`config.mk`:
```
export PLATFORM = sky130hd
export DESIGN_NAME = c4_move_sequencer
export DESIGN_NICKNAME = d
export VERILOG_FILES = /design/src/rtl/c4_pkg.sv /design/src/rtl/c4_turn_arbiter.sv /design/src/rtl/c4_move_sequencer.sv
export SDC_FILE = /design/constraint.sdc
export NUM_CORES = 1
export LEC_CHECK = 0
export ABC_CLOCK_PERIOD_IN_PS = 2900
export CAP_MARGIN = 5
export CORE_MARGIN = 4
export CORE_UTILIZATION = 53
export DETAILED_ROUTE_END_ITERATION = 12
export PLACE_DENSITY = 0.84
export RECOVER_POWER = 25
export SYNTH_ARGS = -nofsm -noshare
export SYNTH_HDL_FRONTEND = slang
export SYNTH_HIERARCHICAL = 1
export SYNTH_SLANG_ARGS = --single-unit
```
`constraint.sdc`:
```
create_clock -name Clk -period 2.9 [get_ports Clk]
set_input_delay 0.29 -clock Clk [delete_from_list [all_inputs] [get_ports Clk]]
set_output_delay 0.29 -clock Clk [all_outputs]
set_load 0.05 [all_outputs]
```
`src/rtl/c4_pkg.sv`:
```
// Shared types and board constants for the Connect Four move sequencer.
package c4_pkg;

  localparam int NUM_COLS   = 7;
  localparam int CENTER_COL = 3;
  localparam int ROWS       = 6;

  typedef enum logic [2:0] {
    IDLE,
    IDLE_WAIT,
    CHECK,
    STEP,
    SETTLE,
    RESULT
  } state_t;

  typedef enum logic [1:0] {
    ST_OK     = 2'b00,
    ST_FULL   = 2'b01,
    ST_BADCOL = 2'b10,
    ST_OVER   = 2'b11
  } status_t;

  function automatic logic [1:0] owner_onehot(input logic owner);
    return owner ? 2'b10 : 2'b01;
  endfunction

endpackage

```
`src/rtl/c4_turn_arbiter.sv`:
```
// Picks the request of the player whose turn it is and holds owner/target
// for the duration of a move sequence.
module c4_turn_arbiter (
  input  logic       i_clk,
  input  logic       i_rst,
  input  logic [1:0] i_req_valid,
  input  logic [2:0] i_req_col0,
  input  logic [2:0] i_req_col1,
  input  logic       i_core_player,
  input  logic       i_latch,
  output logic       o_sel_valid,
  output logic [2:0] o_sel_col,
  output logic       o_owner,
  output logic [2:0] o_target
);

  logic       r_owner;
  logic [2:0] r_target;

  assign o_sel_valid = i_req_valid[i_core_player];
  assign o_sel_col   = i_core_player ? i_req_col1 : i_req_col0;
  assign o_owner     = r_owner;
  assign o_target    = r_target;

  // NOTE: sequential state uses non-blocking assignments so every register
  // samples pre-edge values regardless of process evaluation order.
  always_ff @(posedge i_clk or posedge i_rst) begin
    if (i_rst) begin
      r_owner  <= 1'b0;
      r_target <= '0;
    end else if (i_latch) begin
      r_owner  <= i_core_player;
      r_target <= o_sel_col;
    end
  end

endmodule

```
`src/rtl/c4_move_sequencer.sv`:
```
// Steps the game core's cursor to a requested column and reports the outcome.
// Build option: define C4_AUTO_START_EN to leave START without start_req.
module c4_move_sequencer
  import c4_pkg::*;
#(
  parameter int NUM_COLS   = c4_pkg::NUM_COLS,
  parameter int SETTLE_CYC = 1,
  parameter int RESULT_CYC = 3
) (
  input  logic       Clk,
  input  logic       Reset,
  input  logic [1:0] req_valid,
  input  logic [2:0] req_col0,
  input  logic [2:0] req_col1,
  input  logic       start_req,
  output logic [1:0] req_ack,
  output logic [1:0] req_status,
  output logic       Left,
  output logic       Right,
  output logic       Select,
  output logic       Start,
  output logic       busy,
  input  logic [2:0] core_col,
  input  logic       core_player,
  input  logic       core_start,
  input  logic       core_end
);

  localparam logic [1:0] LP_SETTLE_LAST = 2'(SETTLE_CYC - 1);
  localparam logic [1:0] LP_RESULT_LAST = 2'(RESULT_CYC - 1);

  state_t     r_state, w_state_nxt;
  logic [1:0] r_cnt, w_cnt_nxt;
  logic [1:0] r_req_ack, w_ack_nxt;
  status_t    r_status, w_status_nxt;
  logic       r_left, r_right, r_select, r_start, r_busy;
  logic       w_left_nxt, w_right_nxt, w_select_nxt, w_start_nxt;
  logic       w_latch, w_sel_valid, w_owner, w_start_cond;
  logic [2:0] w_sel_col, w_target;

  c4_turn_arbiter u_arb (
    .i_clk         (Clk),
    .i_rst         (Reset),
    .i_req_valid   (req_valid),
    .i_req_col0    (req_col0),
    .i_req_col1    (req_col1),
    .i_core_player (core_player),
    .i_latch       (w_latch),
    .o_sel_valid   (w_sel_valid),
    .o_sel_col     (w_sel_col),
    .o_owner       (w_owner),
    .o_target      (w_target)
  );

`ifdef C4_AUTO_START_EN
  assign w_start_cond = core_start;
`else
  assign w_start_cond = core_start && start_req;
`endif

  // NOTE: every combinational output gets a default first, so no path
  // through the case statement can infer a latch.
  always_comb begin
    w_state_nxt  = r_state;
    w_cnt_nxt    = r_cnt;
    w_ack_nxt    = '0;
    w_status_nxt = r_status;
    w_left_nxt   = 1'b0;
    w_right_nxt  = 1'b0;
    w_select_nxt = 1'b0;
    w_start_nxt  = 1'b0;
    w_latch      = 1'b0;
    case (r_state)
      IDLE: begin
        // An ack is on the wire this cycle; the source still shows valid.
        if (r_req_ack == 2'b00) begin
          if (w_start_cond) begin
            w_start_nxt = 1'b1;
            w_state_nxt = IDLE_WAIT;
          end else if (w_sel_valid && core_end) begin
            w_ack_nxt    = owner_onehot(core_player);
            w_status_nxt = ST_OVER;
          end else if (w_sel_valid) begin
            w_latch     = 1'b1;
            w_state_nxt = CHECK;
          end
        end
      end
      IDLE_WAIT: w_state_nxt = IDLE;
      CHECK: begin
        if (int'(w_target) >= NUM_COLS) begin
          w_ack_nxt    = owner_onehot(w_owner);
          w_status_nxt = ST_BADCOL;
          w_state_nxt  = IDLE;
        end else begin
          w_state_nxt = STEP;
        end
      end
      STEP: begin
        w_cnt_nxt = '0;
        if (core_col < w_target) begin
          w_right_nxt = 1'b1;
          w_state_nxt = SETTLE;
        end else if (core_col > w_target) begin
          w_left_nxt  = 1'b1;
          w_state_nxt = SETTLE;
        end else begin
          w_select_nxt = 1'b1;
          w_state_nxt  = RESULT;
        end
      end
      SETTLE: begin
        if (r_cnt == LP_SETTLE_LAST) begin
          w_cnt_nxt   = '0;
          w_state_nxt = STEP;
        end else begin
          w_cnt_nxt = r_cnt + 2'd1;
        end
      end
      RESULT: begin
        if (r_cnt == LP_RESULT_LAST) begin
          w_cnt_nxt = '0;
          if (core_end)                  w_status_nxt = ST_OVER;
          else if (core_player != w_owner) w_status_nxt = ST_OK;
          else                           w_status_nxt = ST_FULL;
          w_ack_nxt   = owner_onehot(w_owner);
          w_state_nxt = IDLE;
        end else begin
          w_cnt_nxt = r_cnt + 2'd1;
        end
      end
      default: w_state_nxt = IDLE;
    endcase
  end

  always_ff @(posedge Clk or posedge Reset) begin
    if (Reset) begin
      r_state   <= IDLE;
      r_cnt     <= '0;
      r_req_ack <= '0;
      r_status  <= ST_OK;
      r_left    <= 1'b0;
      r_right   <= 1'b0;
      r_select  <= 1'b0;
      r_start   <= 1'b0;
      r_busy    <= 1'b0;
    end else begin
      r_state   <= w_state_nxt;
      r_cnt     <= w_cnt_nxt;
      r_req_ack <= w_ack_nxt;
      r_status  <= w_status_nxt;
      r_left    <= w_left_nxt;
      r_right   <= w_right_nxt;
      r_select  <= w_select_nxt;
      r_start   <= w_start_nxt;
      r_busy    <= (w_state_nxt != IDLE);
    end
  end

  assign req_ack    = r_req_ack;
  assign req_status = r_status;
  assign Left       = r_left;
  assign Right      = r_right;
  assign Select     = r_select;
  assign Start      = r_start;
  assign busy       = r_busy;

endmodule

```
# After elaboration in Yosys (flattened, before gate mapping)

Index checks and enable logic that the tools add are counted.

Muxes and demuxes: 48
Equal/unequal tests: 11
Reduce and logical (&&, ||, !) cells: 9
Order comparisons: 4
Add/subtract/negate cells: 1

Operator list:

| operator                                                   | number |
|---|---|
| two-way mux 2 bit                                          | 16 |
| two-way mux 1 bit                                          | 21 |
| two-way mux 3 bit                                          | 7 |
| one-hot mux 2 bit (3 select lines)                         | 3 |
| one-hot mux 3 bit (5 select lines)                         | 1 |
| != test 2 bit, second input constant                       | 5 |
| nonzero test 3 bit                                         | 3 |
| equality test 3 x 2 -> 1 bit, second input constant        | 2 |
| equality test 3 bit, second input constant                 | 2 |
| AND reduction 6 bit                                        | 1 |
| logical NOT 2 bit                                          | 2 |
| >= comparator 3 bit, second input constant                 | 1 |
| greater-than comparator 3 bit                              | 1 |
| logical NOT 3 bit                                          | 1 |
| less-than comparator 3 bit                                 | 1 |
| adder 2 x 1 -> 2 bit, second input constant                | 1 |
| equality test 2 bit, second input constant                 | 1 |
| logical AND 1 bit                                          | 2 |
| less-than comparator 1 x 2 -> 1 bit, second input constant | 1 |
| != test 1 bit                                              | 1 |

Logic and storage cells: 84
Output and inout port bits: 9
Bits of input ports: 17
Bits in registers: 18

# Logic depth before layout (Yosys ltp)

Depth after elaboration: 8
Mapped depth: 6
Depth with buffers taken out: 6

# By module

Netlist, hierarchy kept.

By module, submodules not included:

| module            | seq. area each (µm²) | instances | area each (µm²) | cells each |
|---|---|---|---|---|
| c4_move_sequencer | 350.3                | 1         | 949.7           | 91 |
| c4_turn_arbiter   | 100.1                | 1         | 205.2           | 13 |

# Worst setup path before layout

Ideal clock, no wire load.

Path kind: register to register
From: reg r_req_ack[1] (netlist: req_ack[1])
To: reg u_arb.r_owner (netlist: u_arb/o_owner)
Library setup time: 125 ps
Setup slack: 1,136 ps
Clock period less this slack: 1,764 ps
Arrival time: 1,639 ps
Data required time: 2,775 ps
Stages on the path, launching flop included: 5
Buffers on the path: 0
Path through: dfrtp_1 > nor2_1 > nand3_1 > nor3_1 > mux2_2

Longest elaborated chain between the ends: 3

RTL lines:

| element                  | line                     | text |
|---|---|---|
| start: declaration       | c4_move_sequencer.sv:34  | `logic [1:0] r_req_ack, w_ack_nxt;` |
| start signal: assignment | c4_move_sequencer.sv:150 | `r_req_ack <= w_ack_nxt;` |
| logical NOT 2 bit        | c4_move_sequencer.sv:76  | `if (r_req_ack == 2'b00) begin` |
| two-way mux 1 bit        | c4_move_sequencer.sv:76  |  |
| two-way mux 1 bit        | c4_move_sequencer.sv:73  | `case (r_state)` |
| via w_latch              | c4_move_sequencer.sv:38  | `logic w_latch, w_sel_valid, w_owner, w_start_cond;` |
| end signal: assignment   | c4_turn_arbiter.sv:32    | `r_owner <= i_core_player;` |
| end: declaration         | c4_turn_arbiter.sv:17    | `logic r_owner;` |

The timed path passes the listed nets, and every way through them passes these cells.
A chain may end at the register's enable or synchronous reset.

# Final worst setup path

From: reg r_state[0]
To: reg u_arb.r_target[2] (netlist: u_arb/o_target[2])

Longest elaborated chain between the ends: 2

RTL lines:

| element                  | line                     | text |
|---|---|---|
| start: declaration       | c4_move_sequencer.sv:32  | `state_t r_state, w_state_nxt;` |
| start signal: assignment | c4_move_sequencer.sv:148 | `r_state <= w_state_nxt;` |
| logical NOT 3 bit        | c4_move_sequencer.sv:73  |  |
| two-way mux 1 bit        | c4_move_sequencer.sv:73  |  |
| via w_latch              | c4_move_sequencer.sv:38  |  |
| end signal: assignment   | c4_turn_arbiter.sv:33    | `r_target <= o_sel_col;` |
| end: declaration         | c4_turn_arbiter.sv:18    | `logic [2:0] r_target;` |

The timed path passes the listed nets, and every way through them passes these cells.

==> key figures <==
Status
  – Status: completed

STA
  – Fmax: 481 MHz
  – Setup_tns: 0 ns
  – Final setup viols: 0
  – Final hold vios: 0
  – Fin crit period: 2.08 ns
  – Worst-Margin Slew: 0.558 ns
  – Unrepaired setup endpoints after global routing: no
  – Fin crit share: 71.7%
  – Final max-slew violation count: 0
  – Rel. slew slack: 62.5%
  – Setup Skew: 0.00107 ns

Cells and area
  – Multi-input logic area: 629 um2
  – FILL cells: 145
  – Fraction of layout cells with a size suffix above 1: 16.2%
  – Commonest non-fill, non-tap cells in the layout: clkdlybuf4s50_1, dfrtp_1, inv_1, ha_1, mux2_2
  – Most common cell after layout, fill and taps aside: clkdlybuf4s50_1
  – Final #Nets: 157
  – Register area: 450 um2
  – Number of diodes: 0
  – Area Overhead vs Synth: 24.8%

Clocking
  – Worst-case clock buffer depth: 2
  – Clock Sinks: 18
  – Post-CTS Setup Inserts: 0
  – Post-CTS resize count: 0
  – Worst-path clk slew: 0.10 ns
  – Total CTS buffers: 3
  – Clock latency on the worst-skew pair: 0.29 ns
  – H-tree depth: 1
  – Clk root buf: clkbuf_4
  – CTS tree: done
  – Hold_buf cts: 0

Die
  – Chip Width: 54.7 um
  – I/O pin count: 26
  – Die ar.: 0.00299 mm2
  – Cell Rows: 16
  – Placeable Area: 0.00202 mm2
  – Initial Util: 57.1%
  – Vert. Die Dim: 54.7 um

Worst setup path
  – Register-to-Register Path Depth: 3
  – Reg2Reg Launch Point: r_state[0]$_DFF_PP0_
  – Crit-path max cell delay: 0.59 ns
  – Critical path type: register to register
  – CP startpoint kind: register
  – Critical path peak fanout: 14
  – WP data arrival: 2.27 ns
  – CP max-delay cell: dfrtp_1
  – FF-to-FF End: u_arb/o_target[2]$_DFFE_PP0P_
  – Critical path endpoint category: register
  – R2r setup slk: 0.82 ns
  – Critical-path cell list: or3_4 > nor3_1 > mux2_2
  – Critical Path RT: 3.09 ns
  – Top delay family on crit path: simple AND/OR/NAND/NOR gates
  – Worst Path Buf+Inv: 0

Worst hold path
  – HP Class: input port to async pin

Placement
  – GPL Wtd Cong: 0.813
  – Port buffer count: 25
  – Final HPWL DP: 1840 um

Power
  – Pwr Total: 1.09 mW
  – NetSw: 440 uW
  – Internal Power: 649 uW
  – Maximum vdd ir drop: 0.438 mV
  – Clock power share: 14.4%
  – Switching share of power: 40.4%
  – Total leakage power: 0.670 nW
  – Reg power frac: 37.1%
  – Combinational share of power: 48.5%
  – P per Cell Area: 756 mW/mm2

Logic synthesis
  – Post-synth EDFFs: 0
  – Most used DFF post-synth: dfrtp_1
  – Async SR Flop Fraction: 100%
  – Mapped Cells: 104
  – Syn avg cell area: 11.1 um2
  – Syn nets: 130
  – Seq/Total Area, Yosys: 39.0%
  – Yosys reg bits: 18
  – Cell area after synthesis: 0.00115 mm2
  – Synth Warn #: 6
  – Distinct cells, synth: 40

Job
  – Max-Cap Viols: 0

Global route
  – Vias in the first global route: 944
  – Grt ovf: 0
  – Initial antenna violation count: 0
  – Global-route wire length before repair: 3850 um
  – Largest net degree at the start of global routing: 15
  – Total track usage: 18.2%

Routing
  – Post-route ant nets: 0
  – Via density: 5.75
  – Via count: 902
  – WL/cell: 14.6 um
  – DRC viols: 0
  – Initial drt markers: 17
  – TritonRoute pass-1 iters: 4
  – DRT Wirelength: 2300 um
-- cells in the mapped netlist, drive strengths merged, types with 3 or more instances --
library cell	count	area [um2]
mux2	10	124
nand2	5	18.8
nor2	5	18.8
nand3	4	20.0
buf	3	33.8
mux2i	3	30.0
inv	11	41.3
dfrtp	18	450
a21oi	3	15.0
ha	9	113
-- power groups by stage --
stage,Combinational (mW),Clock [mW],Sequential [mW]
final,0.528,0.157,0.405
after floorplan,0.365,0,0.442
after detailed placement,0.527,0,0.409
after CTS,0.530,0.164,0.404
after global routing,0.580,0.173,0.417
after global placement,0.503,0,0.403
-- sequential cells by signal, summed over array words and instances (netlist names) --
register,flops
r_cnt,2
Select,1
busy,1
req_ack,2
Start,1
Right,1
u_arb/o_owner,1
Left,1
u_arb/o_target,3
r_state,3
req_status,2
-- worst max path at each step --
stage                     cells after the start  slack, ns                       endpoint                 start
after floorplan                               4       1.14      u_arb/o_owner$_DFFE_PP0P_  req_ack[1]$_DFF_PP0_
after global placement                        5       0.67  u_arb/o_target[2]$_DFFE_PP0P_           core_player
after detailed placement                      5       0.60  u_arb/o_target[2]$_DFFE_PP0P_           core_player
after CTS                                     3       0.85  u_arb/o_target[2]$_DFFE_PP0P_  r_state[0]$_DFF_PP0_
after global routing                          3       0.70  u_arb/o_target[2]$_DFFE_PP0P_  r_state[0]$_DFF_PP0_
final                                         3       0.82  u_arb/o_target[2]$_DFFE_PP0P_  r_state[0]$_DFF_PP0_
-- final cells by class --
type | count | area share (%)
Tap cell | 27 | 2.34
Sequential cell | 18 | 31.3
Multi-Input combinational cell | 72 | 43.7
Timing Repair Buffer | 25 | 17.4
Clock buffer | 4 | 2.52
Inverter | 11 | 2.86
-- layer usage --
layer	vias up	GRT usage, %	wire length, um
met4	0	7.88	25
met1	434	21.2	959
met2	31	32.3	1190
li1	433	-	-
met5	-	0	0
met3	4	3.00	115
-- kinds of logic (layout without fill, tap and decap cells) --
group | Yosys count | after routing | synth area share [%]
AND/OR/NAND/NOR | 31 | 31 | 17.8
multiplexers | 13 | 13 | 13.3
AO/OA/AOI/OAI | 18 | 18 | 12.9
XOR/XNOR | 1 | 1 | 0.759
adder cells (fa/ha/maj) | 9 | 9 | 9.75
buffers and inverters | 14 | 40 | 6.50
flip-flops | 18 | 18 | 39.0
-- stage by stage --
step | util [%] | instances | setup slack (ns) | area [um2] | hold slack, ns
after floorplan | - | 104 | 1.14 | 1150 | 0.0561
after global placement | 69.5 | 153 | 0.666 | 1410 | 0.499
after detailed placement | 69.5 | 153 | 0.597 | 1410 | 0.499
after CTS | 71.3 | 157 | 0.848 | 1440 | 0.186
after global routing | 71.3 | 157 | 0.696 | 1440 | 0.335
final | 71.3 | 157 | 0.822 | 1440 | 0.327
-- worst register-to-register path, delay by kind of cell, from the launching register on --
| family | cells | cell delay (ns) |
|---|---|---|
| and+or+nand+nor | 2 | 0.97 |
| DFF | 1 | 0.59 |
| muxes | 1 | 0.41 |
(Power assumes the default switching activity.)
